### config.mk
export PLATFORM = sky130hd
export DESIGN_NAME = pipe_stage_buf
export DESIGN_NICKNAME = d
export VERILOG_FILES = /design/src/rtl/pipe_stage_buf.sv
export SDC_FILE = /design/constraint.sdc
export NUM_CORES = 1
export LEC_CHECK = 0
export ABC_AREA = 1
export CAP_MARGIN = 20
export CORE_UTILIZATION = 45
export CTS_BUF_LIST = sky130_fd_sc_hd__clkbuf_4 sky130_fd_sc_hd__clkbuf_8 sky130_fd_sc_hd__clkbuf_16
export DETAILED_ROUTE_END_ITERATION = 8
export GPL_TIMING_DRIVEN = 0
export HOLD_SLACK_MARGIN = 0.03
export PLACE_DENSITY = 0.79
export RECOVER_POWER = 25
export SLEW_MARGIN = 20
export SYNTH_ARGS = -nofsm -noshare
export SYNTH_HDL_FRONTEND = slang
export SYNTH_SLANG_ARGS = --single-unit
### constraint.sdc
create_clock -name clk -period 3 [get_ports clk]
set_input_delay 0.9 -clock clk [delete_from_list [all_inputs] [get_ports clk]]
set_output_delay 0.9 -clock clk [all_outputs]
set_load 0.02 [all_outputs]
### src/rtl/pipe_stage_buf.sv
// pipe_stage_buf -- elastic pipeline stage.
//
// A DEPTH-entry circular buffer between two pipeline stages. It replaces a
// plain always-advancing register. Stalls on either side propagate through
// the ready signals, and a flush discards every held entry on a redirect.
//
// Handshake: a transfer happens on a rising edge where valid and ready are
// both 1 on the same side. The producer holds valid/data stable until that
// edge. ready never depends combinationally on the peer's valid. in_ready
// comes only from the registered count, and out_valid likewise.
//
// Parameters
//   WIDTH      payload bits per entry (>= 1)
//   DEPTH      entry count, power of two, 2..16
//   RESET_VAL  value shown on out_data while out_valid = 0
//
// Ports
//   clk        rising-edge clock
//   reset      asynchronous, active-low reset
//   in_valid   upstream offers in_data
//   in_ready   buffer can accept this cycle
//   in_data    upstream payload
//   out_valid  head entry present
//   out_ready  downstream consumes the head this cycle
//   out_data   head payload (RESET_VAL when empty)
//   flush      synchronous discard of all entries
//   count      current occupancy, 0..DEPTH
//   stall_cycles  (only with PIPE_STAGE_BUF_STALL_CNT_EN) saturating count
//                 of cycles with out_valid & ~out_ready
//
// Build option: define PIPE_STAGE_BUF_STALL_CNT_EN to add stall_cycles.

module pipe_stage_buf #(
    parameter int unsigned           WIDTH     = 32,
    parameter int unsigned           DEPTH     = 2,
    parameter logic [WIDTH-1:0]      RESET_VAL = '0
) (
    input  logic                         clk,
    input  logic                         reset,
    input  logic                         in_valid,
    output logic                         in_ready,
    input  logic [WIDTH-1:0]             in_data,
    output logic                         out_valid,
    input  logic                         out_ready,
    output logic [WIDTH-1:0]             out_data,
    input  logic                         flush,
`ifdef PIPE_STAGE_BUF_STALL_CNT_EN
    output logic [31:0]                  stall_cycles,
`endif
    output logic [$clog2(DEPTH):0]       count
);

    localparam int unsigned PW = $clog2(DEPTH);
    localparam int unsigned CW = PW + 1;
    localparam logic [CW-1:0] FULL_CNT = CW'(DEPTH);

    logic [WIDTH-1:0] mem [DEPTH];
    logic [PW-1:0]    wr_ptr;
    logic [PW-1:0]    rd_ptr;
    logic             push;
    logic             pop;

    // Both flags come from the registered count only, so there is no
    // path from out_ready to in_ready.
    assign in_ready  = (count != FULL_CNT);
    assign out_valid = (count != '0);
    assign out_data  = out_valid ? mem[rd_ptr] : RESET_VAL;

    assign push = in_valid & in_ready;
    assign pop  = out_valid & out_ready;

    // Pointers and occupancy. Flush wins over any simultaneous push/pop.
    // The upstream handshake still completes during a flush, but the
    // pushed word is dropped.
    always_ff @(posedge clk or negedge reset) begin
        if (!reset) begin
            wr_ptr <= '0;
            rd_ptr <= '0;
            count  <= '0;
        end else if (flush) begin
            wr_ptr <= '0;
            rd_ptr <= '0;
            count  <= '0;
        end else begin
            if (push) wr_ptr <= wr_ptr + PW'(1);
            if (pop)  rd_ptr <= rd_ptr + PW'(1);
            case ({push, pop})
                2'b10:   count <= count + CW'(1);
                2'b01:   count <= count - CW'(1);
                default: count <= count;
            endcase
        end
    end

    // Storage needs no reset: an entry is only read after it was written.
    always_ff @(posedge clk) begin
        if (push && !flush) mem[wr_ptr] <= in_data;
    end

`ifdef PIPE_STAGE_BUF_STALL_CNT_EN
    // Counts back-pressure cycles. Flush does not clear it, only reset does.
    always_ff @(posedge clk or negedge reset) begin
        if (!reset) begin
            stall_cycles <= '0;
        end else if (out_valid && !out_ready && stall_cycles != 32'hFFFF_FFFF) begin
            stall_cycles <= stall_cycles + 32'd1;
        end
    end
`endif

endmodule

==> results of run 1 <==
[where the power goes]
| group | leakage (nW) | internal (mW) | total (mW) | switching, mW |
|---|---|---|---|---|
| clock | 0.0910 | 0.378 | 0.710 | 0.331 |
| combinational | 0.939 | 0.276 | 0.652 | 0.377 |
| sequential | 0.639 | 1.10 | 1.12 | 0.0254 |
[logic make-up (layout without fill, tap and decap cells)]
logic type | Yosys count | count (layout) | synth area share
buf+inv | 16 | 106 | 0.0276
compound gates | 37 | 37 | 0.0734
flops | 68 | 68 | 0.770
simple gates | 87 | 87 | 0.129
[state kept, by name, summed over array words and instances, names as in the netlist]
name and cells:
count 2, mem 64, wr_ptr 1, rd_ptr 1
[critical path, stage by stage (launching register included)]
cell and delay [ns]:
dfrtp_1 0.37, buf_2 0.15, inv_2 0.12, clkbuf_4 0.23, nand2_1 0.06, a21oi_1 0.12
clkdlybuf4s50_1 0.63
[cells in the final DEF, fill, tap and decap left out, types with 3 or more instances in the layout]
master / synthesis / routed
edfxtp_1: 64 / 64
dlymetal6s2s_1: 0 / 21
dlygate4sd3_1: 0 / 20
inv_1: 3 / 3
nand2_1: 75 / 75
clkinv_2: 0 / 3
clkdlybuf4s50_1: 0 / 29
a21oi_1: 33 / 33
clkinvlp_4: 0 / 3
nand3_1: 4 / 4
clkbuf_8: 0 / 9
dfrtp_1: 4 / 4
inv_2: 3 / 3
buf_2: 10 / 8
nor2_4: 0 / 3
[worst max path at each step]
stage | startpoint | end | slack (ns) | depth (start not counted)
4_1_cts | rd_ptr | out_data[12] | 0.0003 | 6
6_report | rd_ptr | out_data[7] | 0.09 | 6
3_3_place_gp | in_valid | mem[0][26] | -1.26 | 5
5_1_grt | rd_ptr | out_data[4] | 0.008 | 6
2_1_floorplan | in_valid | mem[0][0] | 0.08 | 4
3_5_place_dp | count[0] | out_data[24] | 0.32 | 4
[routing by layer]
layer,wire [um],part of all wire,global-route usage,up-vias
met2,2560,0.49,0.285,64
met5,0,0,0,-
met4,63,0.012,0.0889,0
met1,2260,0.44,0.230,844
li1,-,-,-,895
met3,294,0.057,0.0453,8
[cell type report]
type	instances	area (um^2)	area share
multi-input combinational	124	554	0.147
inverter	6	22.5	0.00599
clock inverter	7	67.6	0.0180
timing repair buffer	74	826	0.220
tap	72	90.1	0.0240
buffer	10	55.1	0.0146
clock buffer	9	124	0.0329
sequential	68	2020	0.538
[metrics by stage]
stage	worst slack (ns)	setup TNS (ns)	util	power, mW	hold slack [ns]
after floorplan	0.0816	0	-	1.48	0.458
after detailed placement	0.318	0	0.629	1.82	0.562
after global placement	-1.26	-76.02	0.617	1.79	0.472
final	0.0949	0	0.675	2.48	0.569
after global routing	0.00799	0	0.675	2.59	0.603
after CTS	0.000321	0	0.664	2.51	0.574
==> results.toml, run 1 <==
[floorplanning]
start_util = 0.471
die_w_um = 78.4
num_io_pins = 73
coreArea_um2 = 5570
die_area_um2 = 6150
die_y_um = 78.4
num_rows = 27

[clock_network]
cts.sinks = 68
clockRootBuffer = "clkbuf_8"
ctsHoldBuffers = 0
post_cts_resize_count = 3
insertion_delay_ns = 0.33
htree_levels = 3
cts_buffers = 9
clockBufferDepth = 2
clk_pin_slew_ns = 0.07
cts_tree = "built"
post_cts_buffers = 0

[min_path]
min-delay-start = "wr_ptr"
whs_endpoint = "wr_ptr"
hold_path_class = "reg2reg"
worstHoldPathCells = 1

[routing]
drt-total-wl_um = 5180
ant_nets = 0
drc_errors = 0
drt-initial-drc-count = 83
via_count = 1811
first_pass_iters = 4
wl_per_cell_um = 14.0
avgViaCountPerCell = 4.89

[critical_path]
crit_fanout = 10
crit_type = "reg2out"
cp-start-kind = "flip-flop"
r2r_slack_ns = 1.21
crit_required_ns = 2.10
endpoint_kind = "primary output"
r2r_cells = 5
crit_arrival_ns = 2.01
reg2reg_from = "count[0]"
reg2reg_to = "mem[0][22]"

[yosys]
synth.cell_area_um2 = 2630
yosysUniqueCellTypes = 16
yosysTopAreaCellShare = 0.732
ys_ff_latch = 68
async_reset_ff_frac = 0.0588
yosys-top-cells-area = "edfxtp_1 (73%), nand2_1 (11%), a21oi_1 (6.3%)"
synthTopCellsByCount = "nand2_1 (75), edfxtp_1 (64), a21oi_1 (33), buf_2 (10), nor2_1 (5)"
dominantRegCellSynth = "edfxtp_1"
ys_warn_count = 0
yosysMostFrequentCell = "nand2_1"
synth_cells = 208
synth_edf_count = 64
synth_nets = 245
synth-seq-area-share = 0.770
synth_top_area_cell = "edfxtp_1"
synth_area_per_cell_um2 = 12.6

[run_status]
status = "completed"

[layout]
stdcell_area_um2 = 3760
area_delta_synth_final_pct = 43.2
fill_cells = 401
nets = 330
antenna_cells = 0
fin_cells = 370
final_layout_size_suffix_gt1_frac = 0.124

[global_route]
track_usage = 0.180
grt_max_degree = 23
grt_pass1_wl_um = 8050
antenna_found_initial = 0
grt_overflow = 0
grt_pass1_vias = 1710

[sta]
clock_skew_ns = 0.00875
final_hold_viol_count = 0
rsz0062_at_grt = "no"
maxSlewHeadroom = 0.722
worst-slew-pin-transition_ns = 0.415
setup_violations = 0
fmax_mhz = 344
fin_crit_sh = 0.968
final.min_clock_period_ns = 2.91
finalMaxSlewViolations = 0

[place]
dpl_cell_area_um2 = 3510
dp.cells = 354
numPortBuffers = 72
place_hpwl_um = 3440
place.gp.congestion = 0.715

[job]
max-cap-violations = 0

[power]
p_per_area_nw_per_um2 = 660
peakVddDrop_mv = 0.418
p_leak_nw = 1.67
(Power assumes the default switching activity.)
==> run 2, diff against run 1 <==
- CAP_MARGIN: 20 -> 10
==> results of run 2 <==
Final layout, timing and power as in run 1 (identical DEF).
==> run 3, diff against run 2 <==
- TNS_END_PERCENT: unset -> 10
==> results.toml, run 3 (synthesis results as in run 1) <==
[layout]
final_cell_mix = "nand2_1 (75), edfxtp_1 (64), a21oi_1 (33)"
fin_cells = 370
final_common_cell = "nand2_1"
final_layout_size_suffix_gt1_frac = 0.124
seq_area_um2 = 2020
reg.largest.list = "mem (64), count (2)"
area_delta_synth_final_pct = 43.1
nets = 330
regMostFlops = "mem"
antenna_cells = 0
multiInputGateArea_um2 = 554
fin_util = 0.674
largest_reg_flops = 64
fill_cells = 402

[global_route]
grt_overflow = 0
grt_pass1_wl_um = 8050
track_usage = 0.180
grt_pass1_vias = 1710
grt_max_degree = 23
antenna_found_initial = 0

[floorplanning]
die_y_um = 78.4
die_area_um2 = 6150
num_io_pins = 73
coreArea_um2 = 5570
die_w_um = 78.4
start_util = 0.471
num_rows = 27

[routing]
ant_nets = 0
drc_errors = 0
first_pass_iters = 4
drt-initial-drc-count = 83
drt-total-wl_um = 5190
wl_per_cell_um = 14.0
avgViaCountPerCell = 4.92
via_count = 1819

[sta]
fin_crit_sh = 0.970
totalNegativeSetupSlack_ns = 0
maxSlewHeadroom = 0.722
final.min_clock_period_ns = 2.91
worst-slew-pin-transition_ns = 0.415
rsz0062_at_grt = "yes"
final_hold_viol_count = 0
setup_violations = 0
fmax_mhz = 344
hold_ws_ns = 0.569
finalMaxSlewViolations = 0
clock_skew_ns = 0.00862

[power]
p_per_area_nw_per_um2 = 662
peakVddDrop_mv = 0.419
p_leak_nw = 1.65

[critical_path]
crit_arrival_ns = 2.01
r2r_slack_ns = 1.21
crit_type = "reg2out"
crit_required_ns = 2.10
r2r_cells = 5
reg2reg_to = "mem[0][22]"
endpoint_kind = "primary output"
crit_fanout = 10
crit_start = "rd_ptr"
cp-start-kind = "flip-flop"
reg2reg_from = "count[0]"

[clock_network]
clockRootBuffer = "clkbuf_8"
clk_pin_slew_ns = 0.07
htree_levels = 3
insertion_delay_ns = 0.34
clockBufferDepth = 2
cts_buffers = 9
ctsHoldBuffers = 0
cts.sinks = 68
cts_tree = "built"

[job]
max-cap-violations = 0

[min_path]
whs_endpoint = "wr_ptr"
hold_path_class = "reg2reg"
worstHoldPathCells = 1
min-delay-start = "wr_ptr"

[place]
place.gp.congestion = 0.715
dp.cells = 354
place_hpwl_um = 3440
numPortBuffers = 72

[run_status]
status = "completed"
run 3: cell types whose count changed in the layout (fill, tap and decap cells not counted):
cell,delta
clkdlybuf4s50_1,+1
dlymetal6s2s_1,-1
run 3: power breakdown:
group | switching (mW) | internal (mW) | total [mW]
logic | 0.377 | 0.276 | 0.653
registers | 0.0253 | 1.10 | 1.12
clock network | 0.333 | 0.378 | 0.712
run 3: critical path, cell delays in order (launching register included):
cell and delay, ns:
dfrtp_1 0.37, buf_2 0.15, inv_2 0.12, clkbuf_4 0.23, nand2_1 0.06, a21oi_1 0.12
clkdlybuf4s50_1 0.63
run 3: per-stage QoR:
stage,area [um^2],power (mW),setup WS [ns]
global route,3760,2.59,-0.0119
finish,3760,2.49,0.0907
global placement,3440,1.79,-1.26
detailed placement,3510,1.82,0.318
CTS,3700,2.51,0.000321
floorplan,2630,1.48,0.0816
run 3: worst max path at each step:
| stage | endpoint | cells after the start |
|---|---|---|
| final | out_data[7] | 6 |
| after global routing | out_data[1] | 6 |
| after CTS | out_data[12] | 6 |
| after detailed placement | out_data[24] | 4 |
| after global placement | mem[0][26] | 5 |
| after floorplan | mem[0][0] | 4 |
run 3: layer usage:
| layer | share of wire | track usage |
|---|---|---|
| met4 | 0.016 | 0.0889 |
| met5 | 0 | 0 |
| met2 | 0.49 | 0.285 |
| met3 | 0.056 | 0.0453 |
| met1 | 0.44 | 0.230 |
run 3: timing repair:
item / 4_1_cts / 5_1_grt
gates resized for setup: 3 / 23
setup endpoints to repair: 24 / 28
buffers inserted: 0 / 0
run 3: final cells by class:
class | count | area share
buffer | 10 | 0.0146
tap | 72 | 0.0240
timing repair buffer | 74 | 0.219
sequential | 68 | 0.538
clock buffer | 9 | 0.0330
multi-input combinational | 124 | 0.147
inverter | 6 | 0.00599
clock inverter | 7 | 0.0180
